`src/rtl/mersenne_reduce.sv`:
```
// rtl/mersenne_reduce.sv - Mersenne modular reduction by end-around folding, with optional subtract-two
module mersenne_reduce #(
    parameter int BITWIDTH = 32,
    parameter int PW       = 6
) (
    input  logic                  sys_clk,
    input  logic                  sys_rst_n,
    input  logic                  in_valid,
    output logic                  in_ready,
    input  logic [2*BITWIDTH-1:0] in_data,
    input  logic [PW-1:0]         p,
    input  logic                  sub_two,
    output logic                  out_valid,
    input  logic                  out_ready,
    output logic [BITWIDTH-1:0]   out_data,
    output logic                  out_err
);

    localparam int AW = 2 * BITWIDTH;

    // ERR is a one-cycle stand-in for FOLD/FIX so an illegal exponent still
    // reports one edge after acceptance.
    typedef enum logic [2:0] {
        IDLE,
        FOLD,
        FIX,
        ERR,
        OUT
    } state_t;

    state_t                state_q;
    logic [AW-1:0]         v_q;
    logic [AW-1:0]         m_q;
    logic [PW-1:0]         p_q;
    logic                  sub_two_q;
    logic                  out_valid_q;
    logic [BITWIDTH-1:0]   out_data_q;
    logic                  out_err_q;

    logic                  p_legal_d;
    logic [AW-1:0]         m_in_d;
    logic [AW-1:0]         fold_d;
    logic                  need_fold_d;
    logic [BITWIDTH-1:0]   m_lo_d;
    logic [BITWIDTH-1:0]   canon_d;
    logic [BITWIDTH-1:0]   fix_d;

    assign in_ready  = (state_q == IDLE);
    assign out_valid = out_valid_q;
    assign out_data  = out_data_q;
    assign out_err   = out_err_q;

    // Datapath: exponent check, modulus, one fold step and the final canonicalise/subtract.
    // Once v <= M (FIX), v and M both fit in BITWIDTH bits, so the fix-up runs narrow;
    // canon < 2 with M >= 3 keeps canon + M - 2 below M.
    always_comb begin
        p_legal_d   = (p >= PW'(2)) && (p <= PW'(BITWIDTH));
        m_in_d      = (AW'(1) << p) - AW'(1);
        fold_d      = (v_q & m_q) + (v_q >> p_q);
        need_fold_d = (v_q > m_q);
        m_lo_d      = m_q[BITWIDTH-1:0];
        canon_d     = (v_q == m_q) ? '0 : v_q[BITWIDTH-1:0];
        fix_d       = canon_d;
        if (sub_two_q) begin
            if (canon_d >= BITWIDTH'(2)) begin
                fix_d = canon_d - BITWIDTH'(2);
            end else begin
                fix_d = canon_d + m_lo_d - BITWIDTH'(2);
            end
        end
    end

    // Control FSM with registered result outputs; reset abandons any operation in flight.
    always_ff @(posedge sys_clk or negedge sys_rst_n) begin
        if (!sys_rst_n) begin
            state_q     <= IDLE;
            v_q         <= '0;
            m_q         <= '0;
            p_q         <= '0;
            sub_two_q   <= 1'b0;
            out_valid_q <= 1'b0;
            out_data_q  <= '0;
            out_err_q   <= 1'b0;
        end else begin
            case (state_q)
                IDLE: begin
                    if (in_valid) begin
                        v_q       <= in_data;
                        m_q       <= m_in_d;
                        p_q       <= p;
                        sub_two_q <= sub_two;
                        state_q   <= p_legal_d ? FOLD : ERR;
                    end
                end
                FOLD: begin
                    if (need_fold_d) begin
                        v_q <= fold_d;
                    end else begin
                        state_q <= FIX;
                    end
                end
                FIX: begin
                    out_data_q  <= fix_d;
                    out_err_q   <= 1'b0;
                    out_valid_q <= 1'b1;
                    state_q     <= OUT;
                end
                ERR: begin
                    out_data_q  <= '0;
                    out_err_q   <= 1'b1;
                    out_valid_q <= 1'b1;
                    state_q     <= OUT;
                end
                OUT: begin
                    if (out_ready) begin
                        out_valid_q <= 1'b0;
                        state_q     <= IDLE;
                    end
                end
                default: begin
                    state_q <= IDLE;
                end
            endcase
        end
    end

endmodule

```
`config.mk`:
```
export PLATFORM = sky130hd
export DESIGN_NAME = mersenne_reduce
export DESIGN_NICKNAME = d
export VERILOG_FILES = /design/src/rtl/mersenne_reduce.sv
export SDC_FILE = /design/constraint.sdc
export NUM_CORES = 1
export LEC_CHECK = 0
export ABC_AREA = 1
export CORE_ASPECT_RATIO = 0.8
export CORE_MARGIN = 2
export CORE_UTILIZATION = 30
export CTS_CLUSTER_SIZE = 28
export DETAILED_ROUTE_END_ITERATION = 6
export SLEW_MARGIN = 30
export SYNTH_ARGS = -nofsm -noshare
export SYNTH_HDL_FRONTEND = slang
export SYNTH_SLANG_ARGS = --single-unit
```
`constraint.sdc`:
```
create_clock -name sys_clk -period 12.34 [get_ports sys_clk]
set_input_delay 2.468 -clock sys_clk [delete_from_list [all_inputs] [get_ports sys_clk]]
set_output_delay 2.468 -clock sys_clk [all_outputs]
set_load 0.005 [all_outputs]
```
* Word level (Yosys, flattened, before mapping) *
Index checks and enable logic that the tools add are counted.

storage, ports and cells
  register bits after elaboration = 172
  bits in latches = 0
  memory bits (writable) = 0
  ROM bits = 0
  output and inout port bits = 35
  word-level logic and storage cells = 54
  memories = 0

operators by class
  add/sub/neg operators = 5
  multipliers = 0
  divide/modulo/power cells = 0
  magnitude comparators = 4
  eq/ne operators = 9
  shifts and indexed selects = 2
  mux-type cells = 15
  bitwise operators = 1
  reductions and logical operators = 10

operators by type and width
  cell                     count
  $mux W64                 2
  $pmux W64 S2             1
  $mux W32                 3
  $add A64 B64 Y64         1
  $and A64 B64 Y64         1
  $eq A64 B64 Y1           1
  $gt A64 B64 Y1           1
  $pmux W32 S2             1
  $shl A1 B6 Y64 const A   1
  $shr A64 B6 Y64          1
  $sub A32 B2 Y32 const B  2
  $sub A64 B2 Y64 const B  1
  $add A32 B32 Y32         1
  $ge A32 B2 Y1 const B    1
  $pmux W3 S4              1
  $mux W3                  3
  $ne A2 B2 Y1 const B     4
  $eq A3 B2 Y1 const B     2
  $ge A6 B2 Y1 const B     1
  $le A6 B6 Y1 const B     1
  $reduce_and A3 Y1        2
  $reduce_bool A2 Y1       3
  $pmux W1 S2              2
  $reduce_and A2 Y1        2
  7 further kinds          7

* Depth between registers and ports, before layout *
  word-level depth = 7
  gate-level depth with buffers = 32

* Worst setup path before layout *
OpenSTA, ideal clock, no wires.

  path kind = input to register
  start = input p[3]
  end = register m_q[54]
  arrival = 4.293 ns
  data required time = 12.222 ns
  path slack = 7.930 ns
  stages on the path = 17
  path through = buf_4 -> nor2_1 -> nand2_2 -> inv_2 -> nand2_1 -> ha_1 -> nand2_1 -> nor3_4 -> nand2_1 -> nor2_2 -> nand2_2 -> nor3_4 -> nand3_2 -> inv_2 -> nand3_1 -> nand3_1 -> nand2_1

between the ends
  longest elaborated chain between the ends = 2

RTL lines
  what                    line  text
  start: declaration      11    input logic [PW-1:0] p,
  $shl A1 B6 Y64          58    m_in_d = (AW'(1) << p) - AW'(1);
  $sub A64 B2 Y64         58
  end signal: assignment  89    m_q <= m_in_d;
  end: declaration        33    logic [AW-1:0] m_q;

Every way passes these cells.
A chain may end at the register's enable or synchronous reset.

* Worst setup path in the final report *
  start = register p_q[2]
  end = register v_q[45]

between the ends
  longest elaborated chain between the ends = 4

RTL lines
  what                      line  text
  start: declaration        34    logic [PW-1:0] p_q;
  start signal: assignment  90    p_q <= p;
  $shr A64 B6 Y64           59    fold_d = (v_q & m_q) + (v_q >> p_q);
  $add A64 B64 Y64          59
  $mux W64                  96    if (need_fold_d) begin
  $pmux W64 S2              85    case (state_q)
  end signal: assignment    88    v_q <= in_data;
  end signal: assignment    97    v_q <= fold_d;
  end: declaration          32    logic [AW-1:0] v_q;

Every way passes these cells. The select of a mux whose other input is x is not followed.

==> summary.txt <==
Timing
  – Unrepaired setup endpoints after global routing: false
  – Fmax: 169.6 MHz
  – Worst hold margin: 480.7 ps
  – Number of max-slew violations in the final report: 0
  – Hold violation total from the final report: 0
  – Tcrit/Tclk final: 0.4779
  – Setup Skew: 24.90 ps
  – Final-report setup violation count: 0
  – Min Clock Period, post-route: 5897 ps
  – Slew at the pin with the worst max-slew slack: 927.0 ps
  – Relative slew margins: 0.3755
  – Final total negative setup slack: 0 ps

Clocking
  – CTS Buf Count: 17
  – Clock-pin slew of the registers on the worst-case setup and hold paths: 80 ps
  – Maximum root-to-sink buffer count: 2
  – Root cell of the clock tree: sky130_fd_sc_hd__clkbuf_16
  – Level count of the clock H-tree: 4
  – Number of sinks handled by clock tree synthesis: 172
  – Clock Latency Late Sink: 510 ps
  – CTS tree: built
  – Number of gates resized after CTS: 0
  – Setup fix buffers added after clock tree synthesis: 0
  – Quantity of hold-fixing buffers added after cts: 0

Die
  – Starting utilization of the core area: 0.3031
  – Core region area: 77200 um^2
  – Die Height: 253.8 um
  – Floorplan die width: 316.2 um
  – Top-level port count: 110
  – Total die area: 80250 um^2
  – Number of core rows: 91

GRT
  – Via count of the first global-routing pass: 23910
  – Maximum number of pins on one net before global-route repair: 85
  – Wire length of the first global-routing pass: 152.8 mm
  – Overall overflow remaining after global route: 0
  – Global-route usage over all layers: 0.2530
  – Antenna violations before repair: 4

Logic synthesis
  – Post-Syn Instances: 3859
  – Avg Cell Area, Syn: 6.062 um^2
  – Most instantiated flip-flop cell in the synthesis netlist: sky130_fd_sc_hd__dfrtp_1
  – Post-synthesis instance area: 23390 um^2
  – Proportion of synthesized flip-flops having asynchronous set or reset: 1.000
  – Post-synth EDFFs: 0
  – Yosys warning total: 0
  – Sequential-to-total area share from yosys stat: 0.1840
  – Count of different cell masters after synthesis: 52
  – Total nets after synthesis: 4190
  – Synthesized flop and latch total: 172

Worst hold path
  – Number of cells traversed by the worst hold path: 2
  – Path class of the lowest-slack min-delay path: reg2reg

Outcome
  – Run status: completed

Detailed routing
  – Iter 0 DRT Violations: 3025
  – Via count: 26320
  – Detail-routed via count per cell: 5.368
  – WL/cell: 20.98 um
  – First drt pass iteration count: 6
  – Total Routed Length: 102.8 mm
  – Number of nets with antenna violations after detailed routing: 0
  – Post-route DRC: 0

Place
  – Post-placement cell area: 25350 um^2
  – Global placement routability congestion: 1.016
  – Detail Placement HPWL: 84.72 mm
  – Count of input and output buffers: 109

Cells and area
  – Filler Cells Inserted: 8704
  – Area of all placed cells without fillers: 25950 um^2
  – Area grow syn2layout: 10.93%
  – Fraction of final layout cells with drive strength greater than 1: 0.04024
  – Final Net Count: 4195

Worst setup path
  – Cell repeated most along the worst path: sky130_fd_sc_hd__nand2_1
  – Crit path max fanout: 56
  – FF-to-FF setup slack: 6440 ps
  – Cell-by-cell listing of the critical path: buf_4, clkinv_2, o21ai_0, o21ai_0, o21ai_1, inv_1, o21ai_1, inv_1, ha_1, nand3_1, nand2_1, nand2_1, nand2_1, inv_1, o21ai_0, nand2_1, nand2_1, a21o_1, nor2_1, o21ai_0, nand2_1, nand2_1
  – Critical path launch point type: register
  – Category of the critical setup timing path: reg2reg
  – CP Capture Type: register
  – Worst EP arrival: 6340 ps
  – Worst-path cell with the longest stage delay: sky130_fd_sc_hd__clkinv_2
  – R2r worst-path depth: 22
  – Required time of the worst setup path: 12780 ps
  – Stage delay of the slowest cell on the critical path: 810 ps

Flow run
  – Number of maximum-capacitance constraint violations: 0
[path summary, 6_finish.rpt]
check | endpoint | start
setup / recovery | v_q[45] | p_q[2]
hold / removal | out_data[6] | out_data[6]
setup reg to reg | v_q[45] | p_q[2]
hold reg to reg | out_data[6] | out_data[6]
max in group asynchronous | m_q[58] | sys_rst_n
min in group asynchronous | out_data[4] | sys_rst_n
[per-stage QoR]
step	setup slack, ps	std cells	util
after floorplan	7930	3859	-
after global placement	6567	4868	0.3284
after detailed placement	6450	4868	0.3284
after CTS	6906	4900	0.3361
after global routing	6089	4900	0.3361
final	6443	4902	0.3362
[kinds of logic after synthesis]
kind of cell | after synthesis | synth area share
xor gates and xnor gates | 59 | 0.02209
DFF | 172 | 0.1840
muxes | 74 | 0.03166
and+or+nand+nor | 1884 | 0.3339
adders and majority gates | 256 | 0.1376
AOI/OAI and AO/OA | 793 | 0.1882
buffers and inverters | 621 | 0.1026
[layout by cell type, fill, tap and decap left out, drive strengths merged, types with 44 or more instances in the layout]
cell           netlist  routed
clkdlybuf4s50        0     108
nor3                44      44
a21oi              227     227
dfrtp              172     172
ha                 254     254
mux2i               74      74
o21ai              418     418
inv                471     478
nand4               48      48
nor2               396     396
nand2             1094    1094
nand3              255     255
[synth_stat cells, drive strengths merged, types with 4 or more instances]
library cell / instances / area, um^2
nand2: 1094 / 4134
inv: 471 / 1768
o21ai: 418 / 2100
nor2: 396 / 1529
nand3: 255 / 1286
ha: 254 / 3178
a21oi: 227 / 1136
dfrtp: 172 / 4304
clkbuf: 95 / 356.6
mux2i: 74 / 740.7
buf: 51 / 261.5
nand4: 48 / 300.3
nor3: 44 / 257.8
xor2: 33 / 289.0
a31oi: 29 / 181.4
xnor2: 26 / 227.7
o41ai: 24 / 240.2
o211ai: 22 / 190.2
or2: 19 / 118.9
a21o: 18 / 135.1
o21bai: 17 / 127.6
nor4: 16 / 100.1
o31ai: 10 / 75.07
o21a: 9 / 67.56
nand3b: 8 / 60.06
and2: 4 / 25.02
clkinv: 4 / 15.01
o221ai: 4 / 35.03
o22ai: 4 / 25.02
[registers in the layout, summed over array words and instances, names as in the netlist]
name / cells
m_q: 64
v_q: 64
out_data: 32
p_q: 6
state_q: 3
out_err: 1
out_valid: 1
sub_two_q: 1
[layout make-up]
| cell class | count | area, um^2 | area share |
|---|---|---|---|
| Clock buffer | 18 | 429.2 | 0.01654 |
| Inverter | 475 | 1784 | 0.06875 |
| Clock inverter | 14 | 168.9 | 0.006509 |
| Antenna cell | 2 | 5.005 | 0.0001928 |
| Tap cell | 1023 | 1280 | 0.04932 |
| Multi-Input combinational cell | 3066 | 16710 | 0.6440 |
| Timing Repair Buffer | 132 | 1267 | 0.04884 |
| Sequential cell | 172 | 4305 | 0.1659 |
[critical path: cells and delay by family (launching register included)]
| family | cells | cell delay (ps) |
|---|---|---|
| compound gates | 7 | 2780 |
| fa+ha+maj | 1 | 300 |
| buf+inv | 5 | 1440 |
| flops | 1 | 320 |
| simple gates | 9 | 970 |
[layer usage]
layer	GRT usage	vias to the layer above	routed length [um]
li1	-	12700	-
met1	0.3812	12380	48510
met2	0.3505	1154	40780
met3	0.07671	75	12170
met4	0.04488	4	1346
met5	0	-	26
Power is left out: the tool's default activity adds up to more than one toggle a clock period on the data nets, which glitch-free logic cannot reach.
